### config.mk
export PLATFORM = sky130hd
export DESIGN_NAME = map_tile_store
export DESIGN_NICKNAME = d
export VERILOG_FILES = /design/src/rtl/map_tile_store.sv
export SDC_FILE = /design/constraint.sdc
export NUM_CORES = 2
export LEC_CHECK = 0
export BUFFER_PORTS_ARGS = -buffer_cell sky130_fd_sc_hd__buf_4
export CAP_MARGIN = 20
export CORE_ASPECT_RATIO = 1.75
export CORE_MARGIN = 3
export CORE_UTILIZATION = 25
export CTS_BUF_LIST = sky130_fd_sc_hd__clkbuf_4
export CTS_CLUSTER_SIZE = 16
export DETAILED_ROUTE_END_ITERATION = 8
export SKIP_CTS_REPAIR_TIMING = 1
export SYNTH_ARGS = -nofsm -noshare
export SYNTH_HDL_FRONTEND = slang
export SYNTH_SLANG_ARGS = --single-unit
### constraint.sdc
create_clock -name clock_50 -period 36.2 [get_ports clock_50]
set_input_delay 7.24 -clock clock_50 [delete_from_list [all_inputs] [get_ports clock_50]]
set_output_delay 7.24 -clock clock_50 [all_outputs]
set_load 0.01 [all_outputs]
### src/rtl/map_tile_store.sv
// Live 21x21 tile map for the display scanner, with orb accounting and level-clear pulse.
// Define GHOST_HOUSE_EN to have the init sweep paint the grey ghost-house block.
module map_tile_store #(
  parameter int GRID_SIZE  = 21,
  parameter int CORNER_OFS = 1
) (
  input  logic       clock_50,
  input  logic       reset,
  input  logic [4:0] rd_x,
  input  logic [4:0] rd_y,
  output logic [3:0] rd_type,
  input  logic       wr_en,
  input  logic [4:0] wr_x,
  input  logic [4:0] wr_y,
  input  logic [3:0] wr_type,
  output logic       busy,
  output logic [8:0] orbs_left,
  output logic       level_clear
);

  localparam int         CELLS    = GRID_SIZE * GRID_SIZE;
  localparam int         AW       = $clog2(CELLS);
  localparam logic [4:0] LAST     = 5'(GRID_SIZE - 1);
  localparam logic [4:0] C_LO     = 5'(CORNER_OFS);
  localparam logic [4:0] C_HI     = 5'(GRID_SIZE - 1 - CORNER_OFS);
  localparam logic [8:0] MAX_ORBS = 9'(CELLS);
`ifdef GHOST_HOUSE_EN
  localparam int         HOUSE_CELLS = 15;
`else
  localparam int         HOUSE_CELLS = 0;
`endif
  localparam logic [8:0] INIT_ORBS = 9'((GRID_SIZE - 2) * (GRID_SIZE - 2) - HOUSE_CELLS);

  typedef enum logic {S_INIT, S_RUN} state_t;

  function automatic logic [AW-1:0] cell_addr(input logic [4:0] x, input logic [4:0] y);
    return AW'(y) * AW'(GRID_SIZE) + AW'(x);
  endfunction

  function automatic logic [3:0] init_code(input logic [4:0] x, input logic [4:0] y);
    logic [3:0] code;
    if (x == 5'd0 || y == 5'd0 || x == LAST || y == LAST) code = 4'd3;
`ifdef GHOST_HOUSE_EN
    else if (x >= 5'd8 && x <= 5'd12 && y >= 5'd9 && y <= 5'd11) code = 4'd4;
`endif
    else if ((x == C_LO || x == C_HI) && (y == C_LO || y == C_HI)) code = 4'd1;
    else code = 4'd2;
    return code;
  endfunction

  function automatic logic is_orb(input logic [3:0] code);
    return (code == 4'd1) || (code == 4'd2);
  endfunction

  state_t     r_state;
  logic [4:0] r_sweep_x, r_sweep_y;
  logic       r_sweep_done;
  logic [3:0] r_rd_type;
  logic       r_busy;
  logic [8:0] r_orbs_left;
  logic       r_level_clear;
  logic [3:0] r_mem [CELLS];

  logic          w_rd_ok, w_wr_ok, w_run_wr, w_init_wr, w_mem_we;
  logic [AW-1:0] w_rd_addr, w_wr_addr, w_mem_addr;
  logic [3:0]    w_rd_data, w_wr_old, w_mem_data;
  logic [8:0]    w_orbs_next;

  assign w_rd_ok    = (rd_x <= LAST) && (rd_y <= LAST);
  assign w_wr_ok    = (wr_x <= LAST) && (wr_y <= LAST);
  assign w_rd_addr  = cell_addr(rd_x, rd_y);
  assign w_wr_addr  = cell_addr(wr_x, wr_y);
  assign w_rd_data  = w_rd_ok ? r_mem[w_rd_addr] : 4'd0;
  assign w_wr_old   = w_wr_ok ? r_mem[w_wr_addr] : 4'd0;
  assign w_run_wr   = (r_state == S_RUN) && wr_en && w_wr_ok;
  assign w_init_wr  = (r_state == S_INIT) && !r_sweep_done;
  assign w_mem_we   = !reset && (w_init_wr || w_run_wr);
  assign w_mem_addr = w_init_wr ? cell_addr(r_sweep_x, r_sweep_y) : w_wr_addr;
  assign w_mem_data = w_init_wr ? init_code(r_sweep_x, r_sweep_y) : wr_type;

  // Orb delta uses the pre-write cell contents; count saturates at both ends.
  always_comb begin
    // NOTE: default first so every path assigns it and no latch is inferred.
    w_orbs_next = r_orbs_left;
    if (w_run_wr) begin
      if (is_orb(w_wr_old) && !is_orb(wr_type) && r_orbs_left != 9'd0)
        w_orbs_next = r_orbs_left - 9'd1;
      else if (!is_orb(w_wr_old) && is_orb(wr_type) && r_orbs_left != MAX_ORBS)
        w_orbs_next = r_orbs_left + 9'd1;
    end
  end

  // NOTE: the tile array has no reset; the init sweep rebuilds it, so it can map onto RAM.
  always_ff @(posedge clock_50) begin
    if (w_mem_we) r_mem[w_mem_addr] <= w_mem_data;
  end

  always_ff @(posedge clock_50) begin
    // NOTE: sequential state uses non-blocking assignments only.
    if (reset) begin
      r_state       <= S_INIT;
      r_sweep_x     <= 5'd0;
      r_sweep_y     <= 5'd0;
      r_sweep_done  <= 1'b0;
      r_rd_type     <= 4'd0;
      r_busy        <= 1'b1;
      r_orbs_left   <= 9'd0;
      r_level_clear <= 1'b0;
    end else begin
      r_level_clear <= 1'b0;
      if (r_state == S_INIT) begin
        r_rd_type <= 4'd0;
        if (r_sweep_done) begin
          r_state     <= S_RUN;
          r_busy      <= 1'b0;
          r_orbs_left <= INIT_ORBS;
        end else if (r_sweep_x == LAST) begin
          r_sweep_x <= 5'd0;
          if (r_sweep_y == LAST) r_sweep_done <= 1'b1;
          else                   r_sweep_y    <= r_sweep_y + 5'd1;
        end else begin
          r_sweep_x <= r_sweep_x + 5'd1;
        end
      end else begin
        r_rd_type     <= w_rd_data;
        r_orbs_left   <= w_orbs_next;
        r_level_clear <= (r_orbs_left != 9'd0) && (w_orbs_next == 9'd0);
      end
    end
  end

  assign rd_type     = r_rd_type;
  assign busy        = r_busy;
  assign orbs_left   = r_orbs_left;
  assign level_clear = r_level_clear;

endmodule

---- After elaboration in Yosys (flattened, before gate mapping) ----
Memory sizes are Yosys's and may differ from the RTL's. A register that Yosys moved wholly into a read port is not among the register bits.
Cells that the tools add are included.
cells by class
  add/subtract/negate cells ............... 7
  $mul .................................... 3
  order comparisons ....................... 4
  equal/unequal tests ..................... 11
  mux-type cells .......................... 18
  bitwise logic cells ..................... 4
  reduce and logical (&&, ||, !) cells .... 34
operators by type and width
  cell                                              number
  two-way mux 9 bit                                 6
  adder 9 x 5 -> 9 bit                              3
  multiplier 5 x 5 -> 9 bit, second input constant  3
  == test 5 bit, second input constant              4
  <= comparator 5 bit, second input constant        4
  logical AND 1 bit                                 12
  adder 5 x 1 -> 5 bit, second input constant       2
  == test 5 x 1 -> 1 bit, second input constant     2
  zero test 5 bit                                   2
  adder 9 x 1 -> 9 bit, second input constant       1
  zero test 9 bit                                   1
  inequality test 9 bit, second input constant      1
  nonzero test 9 bit                                1
  subtractor 9 x 1 -> 9 bit, second input constant  1
  == test 4 x 1 -> 1 bit, second input constant     2
  == test 4 x 2 -> 1 bit, second input constant     2
  logical OR 1 bit                                  8
  two-way mux 4 bit                                 2
  two-way mux 1 bit                                 7
  two-way mux 5 bit                                 1
  zero test 1 bit                                   4
  two-way mux 2 bit                                 2
  NOT 1 bit                                         4
  AND reduction 2 bit                               2
  other kinds (4)                                   4
storage, ports and cells
  bits in registers ....................... 23
  bits in writable memories ............... 1,764
  bits of input ports ..................... 27
  output and inout port bits .............. 15
  logic and storage cells ................. 89
  memories ................................ 1
memories
  memory  words  bits a word  rd ports  clocked after Yosys merged registers in  wr ports  RTL line  text
  r_mem   441    4            2         1                                        1         62        logic [3:0] r_mem [CELLS];

---- Logic depth before layout (Yosys ltp) ----
An unclocked memory read counts as a cell.
  word-level depth ........................ 14
  gate-level depth with buffers ........... 22
  gate-level depth less buffers ........... 19

---- Least setup slack after synthesis ----
OpenSTA, ideal clock, no wires.
  path type ............................... input -> register
  start ................................... input port wr_type[1]
  end ..................................... memory r_mem[0][1] (data pin)
  library setup time ...................... 2.570 ns
  data arrival time ....................... 19.055 ns
  required time ........................... 33.630 ns
  path slack .............................. 14.575 ns
  cell stages on the path ................. 2
  buffers on the path ..................... 0
  path through ............................ nor2_1 -> a21oi_1
on the way
  word-level cells in the longest chain between the ends .. 1
ends and longest elaborated chain
  item               RTL line  text
  from (decl)        15        input logic [3:0] wr_type,
  two-way mux 4 bit  79        assign w_mem_data = w_init_wr ? init_code(r_sweep_x, r_sweep_y) : wr_type;
  via w_mem_data[1]  66        logic [3:0] w_rd_data, w_wr_old, w_mem_data;
  to (decl)          62
The timed path passes the listed nets, and every way through them passes these cells.

---- Worst setup path in the final report ----
  start ................................... input port wr_x[1]
  end ..................................... register r_level_clear (netlist: level_clear)
on the way
  word-level cells in the longest chain between the ends .. 13
  elaborated cells between the ends (all ways) .. 19
  those cells by class .................... 1 x add/sub; 1 x order compare; 2 x eq/ne; 4 x mux; 10 x reduce/logical; 1 x memory
ends and longest elaborated chain
  item                                                              RTL line  text
  from (decl)                                                       13        input logic [4:0] wr_x,
  adder 9 x 5 -> 9 bit or <= comparator 5 bit (tied branches)       37, 70
  memory read (441 x 4 bit) or logical AND 1 bit (tied branches)    --
  two-way mux 4 bit                                                 74        assign w_wr_old = w_wr_ok ? r_mem[w_wr_addr] : 4'd0;
  == test 4 x 1 -> 1 bit or == test 4 x 2 -> 1 bit (tied branches)  52        return (code == 4'd1) || (code == 4'd2);
  logical OR 1 bit                                                  52
  zero test 1 bit                                                   88        else if (!is_orb(w_wr_old) && is_orb(wr_type) && r_orbs_left != MAX_ORBS)
  logical AND 1 bit (2 in series)                                   88
  two-way mux 9 bit                                                 88
  two-way mux 9 bit                                                 86        if (is_orb(w_wr_old) && !is_orb(wr_type) && r_orbs_left != 9'd0)
  two-way mux 9 bit (*)                                             85        if (w_run_wr) begin
  zero test 9 bit (*)                                               127       r_level_clear <= (r_orbs_left != 9'd0) && (w_orbs_next == 9'd0);
  logical AND 1 bit (*)                                             127
  to (signal assigned)                                              127
  to (decl)                                                         61        logic r_level_clear;
Mark *: on every way between the ends. The rest lies on a longest branch, timed or not.
A chain may end at the register's enable or synchronous reset.

==> metrics <==
outcome complete, no violations; root buffer cell sky130_fd_sc_hd__clkbuf_4; critical path capture point type flop; sink count of the clock tree 1,791; Reg2Reg Setup Slack 30.11 ns; predominant post-synthesis flop cell sky130_fd_sc_hd__edfxtp_1; most used standard cell by instance count after synthesis sky130_fd_sc_hd__edfxtp_1; routed vias 52,550; leading post-synthesis cells by instance count sky130_fd_sc_hd__edfxtp_1, sky130_fd_sc_hd__mux4_2, sky130_fd_sc_hd__nor2_1; CTS tree yes; vias in the first global route 55,262; DRC 0; final-layout worst hold slack 0.4612 ns; reg-to-reg critical path endpoint r_mem[272][3]; proportion of register bits with asynchronous set or reset after synthesis 0; Post-layout nets 5,303; PnR worst setup slack 22.32 ns; Finished Cell Area 95,890 µm²; number of failing hold endpoints at the final stage 0; maxcap violations 0; Post-Syn Area 85,470 µm²; post-synthesis average cell area 17.09 µm²; share of the yosys chip area belonging to registers 0.6261; clock network power share 0.301; Peak Freq 72.02 MHz; share of total power in combinational logic 0.273; slew margin rel. 0.1548; warnings from Yosys 0; leakage power total 29.29 nW; first-pass GRT wire length 406,900 µm; row count 283; iteration count of the initial detailed-routing pass 6; total CTS buffers 388; net switching component of the power 1.768 mW; internal power contribution 3.489 mW; per-cell via count in the routed design 5.301; Die H 779.5 µm; shortest period the worst path allows 13.88 ns; count of input and output buffers 41; EDFF count, synth 1,764; area share of the leading cell type in the synthesized netlist 0.6198; Switching Share 0.3363; launching element type of the critical path input pin; sum of negative setup slack 0 ns; initial antenna violation count 9; peak supply drop 0.05370 mV; critical path data arrival time 15.09 ns; drt total wl 288,300 µm; unrepaired setup endpoints after global routing false; wire per inst 29.08 µm; highest-delay cell along the critical path sky130_fd_sc_hd__ha_4; iteration-0 DRC count of the detailed router 5,575; logic depth of the worst register-to-register path 17; Least-Margin Pin Slew 1.264 ns; overall global routing resource usage 0.1618; Critical Path Fanout Max 43; DP HPWL 189,500 µm; instance area at placement 90,890 µm²; initial cell density of the core 0.2514; delay of the slowest critical-path stage 0.73 ns; I/O pin cnt 42; worst hold path type flop to flop; clock insertion delay at the later pin of the skew report 1.32 ns; Netlist cell types 85; pin count of the biggest net entering global routing 217; cell chain of the critical path buf_4, ha_1, ha_4, buf_4, buf_4, buf_4, buf_4, buf_4, mux4_2, mux2i_1, o2bb2ai_1, a2111oi_0, a211o_1, nand4_1, o221ai_1, o221a_2, o211ai_4, or4_4, a2111oi_2, o2bb2ai_1, and4b_1; power consumption 5.257 mW; most repeated library cell on the critical path sky130_fd_sc_hd__buf_4; Worst Hold Endpoint busy; die footprint 349,200 µm²; largest cells by area after synthesis sky130_fd_sc_hd__edfxtp_1, sky130_fd_sc_hd__mux4_2, sky130_fd_sc_hd__nor2_1, sky130_fd_sc_hd__mux2i_1, sky130_fd_sc_hd__ha_1; WHS Path Cells 1; Worst Setup Slack post-DPL 21.25 ns; startpoint of the tightest hold check path busy; clock-pin slew of the registers on the worst-case setup and hold paths 0.08 ns; number of flip-flops and latches in the synthesized netlist 1,791; Final Max Slew Viols 0; WP data required 37.41 ns; Final GP Congestion 0.9179; number of buffers between clock root and the deepest sink 4; Synth Instances 5,000; total power divided by cell area 54.83 nW/µm²; area growth from synthesis to layout 12.19%; number of nets still failing antenna checks after routing 0; number of filler cells placed in the layout 33,913; Die W 448.0 µm; layout cells sized above 1 0.3033; top cell type by total area after synthesis sky130_fd_sc_hd__edfxtp_1; Crit Path Category input pin to flop; worst clock skew 0.2141 ns; count of endpoints failing setup in the final report 0; core outline area 339,900 µm²; syn_nets 5,120; start point of the critical path wr_x[1]; residual overflow from global routing 0; Seq pwr share 0.426; H-tree levels 5; period utilisation layout 0.3836; origin of the critical flop-to-flop path r_sweep_y[2]
[state kept, by name (all words and copies together), names as in the netlist]
register      flops
r_state           1
busy              1
level_clear       1
rd_type           4
r_mem          1764
orbs_left         9
r_sweep_x         5
r_sweep_y         5
r_sweep_done      1
[critical path, delay by kind of cell]
kind	cells	cell delay, ns
simple gates	3	0.81
buf+inv	6	3.13
fa+ha+maj	2	1.05
compound gates	8	2.22
mux	2	0.52
[final cells by class]
cell class	instances	area [µm²]	share of cell area
Clock inverter	186	1127	0.01176
Antenna cell	16	40.04	0.0004176
Clock buffer	501	3761	0.03922
Sequential cell	1791	53510	0.5581
Timing Repair Buffer	158	1409	0.01469
Multi-Input combinational cell	2782	30280	0.3158
Tap cell	4417	5527	0.05764
Inverter	62	232.7	0.002427
[through the flow]
step           utilization  std cells
6_report            0.2821       9913
5_1_grt             0.2820       9902
4_1_cts             0.2818       9894
3_5_place_dp        0.2674       9207
3_3_place_gp        0.2669       9196
2_1_floorplan            -       5000
[cell usage in the layout (no fill, tap or decap), types with 60 or more instances in the layout]
cell,Yosys,routed
sky130_fd_sc_hd__clkinv_1,1,101
sky130_fd_sc_hd__buf_4,31,138
sky130_fd_sc_hd__edfxtp_1,1764,1764
sky130_fd_sc_hd__mux2i_1,108,108
sky130_fd_sc_hd__inv_1,60,60
sky130_fd_sc_hd__a21oi_1,138,137
sky130_fd_sc_hd__ha_1,81,75
sky130_fd_sc_hd__nor3_1,197,196
sky130_fd_sc_hd__nand2_1,110,94
sky130_fd_sc_hd__mux4_2,796,796
sky130_fd_sc_hd__nor2_1,693,679
sky130_fd_sc_hd__clkbuf_4,0,501
sky130_fd_sc_hd__a211oi_1,95,94
[cells by family after synthesis]
family | synth area share
AO/OA/AOI/OAI | 0.04285
adder cells (fa/ha/maj) | 0.01467
AND/OR/NAND/NOR | 0.05913
XOR/XNOR | 0.004202
multiplexers | 0.2299
flip-flops | 0.6261
buffers and inverters | 0.02316
[worst max path at each step]
stage | slack, ns | endpoint
2_1_floorplan | 14.58 | r_mem[0][1]
3_3_place_gp | 20.96 | level_clear
3_5_place_dp | 21.25 | level_clear
4_1_cts | 22.60 | level_clear
5_1_grt | 22.05 | level_clear
6_report | 22.32 | level_clear
[power by group through the flow]
| stage | combinational (mW) | sequential, mW | clock [mW] |
|---|---|---|---|
| 6_report | 1.43 | 2.24 | 1.58 |
| 5_1_grt | 1.45 | 2.24 | 1.71 |
| 4_1_cts | 1.42 | 2.24 | 1.61 |
| 3_3_place_gp | 1.40 | 2.29 | 0 |
| 3_5_place_dp | 1.41 | 2.29 | 0 |
| 2_1_floorplan | 0.808 | 2.29 | 0 |
[metal layers]
metal  track usage  part of all wire  wire length [µm]  up-vias
li1              -                 -                 -    21224
met1        0.1579              0.30             87770    27382
met2        0.2882              0.52            149500     2975
met3       0.03315             0.076             21910      963
met4        0.1417              0.10             29080        6
met5             0           0.00018                51        -
Note: power is estimated with default switching activity, not from simulation.
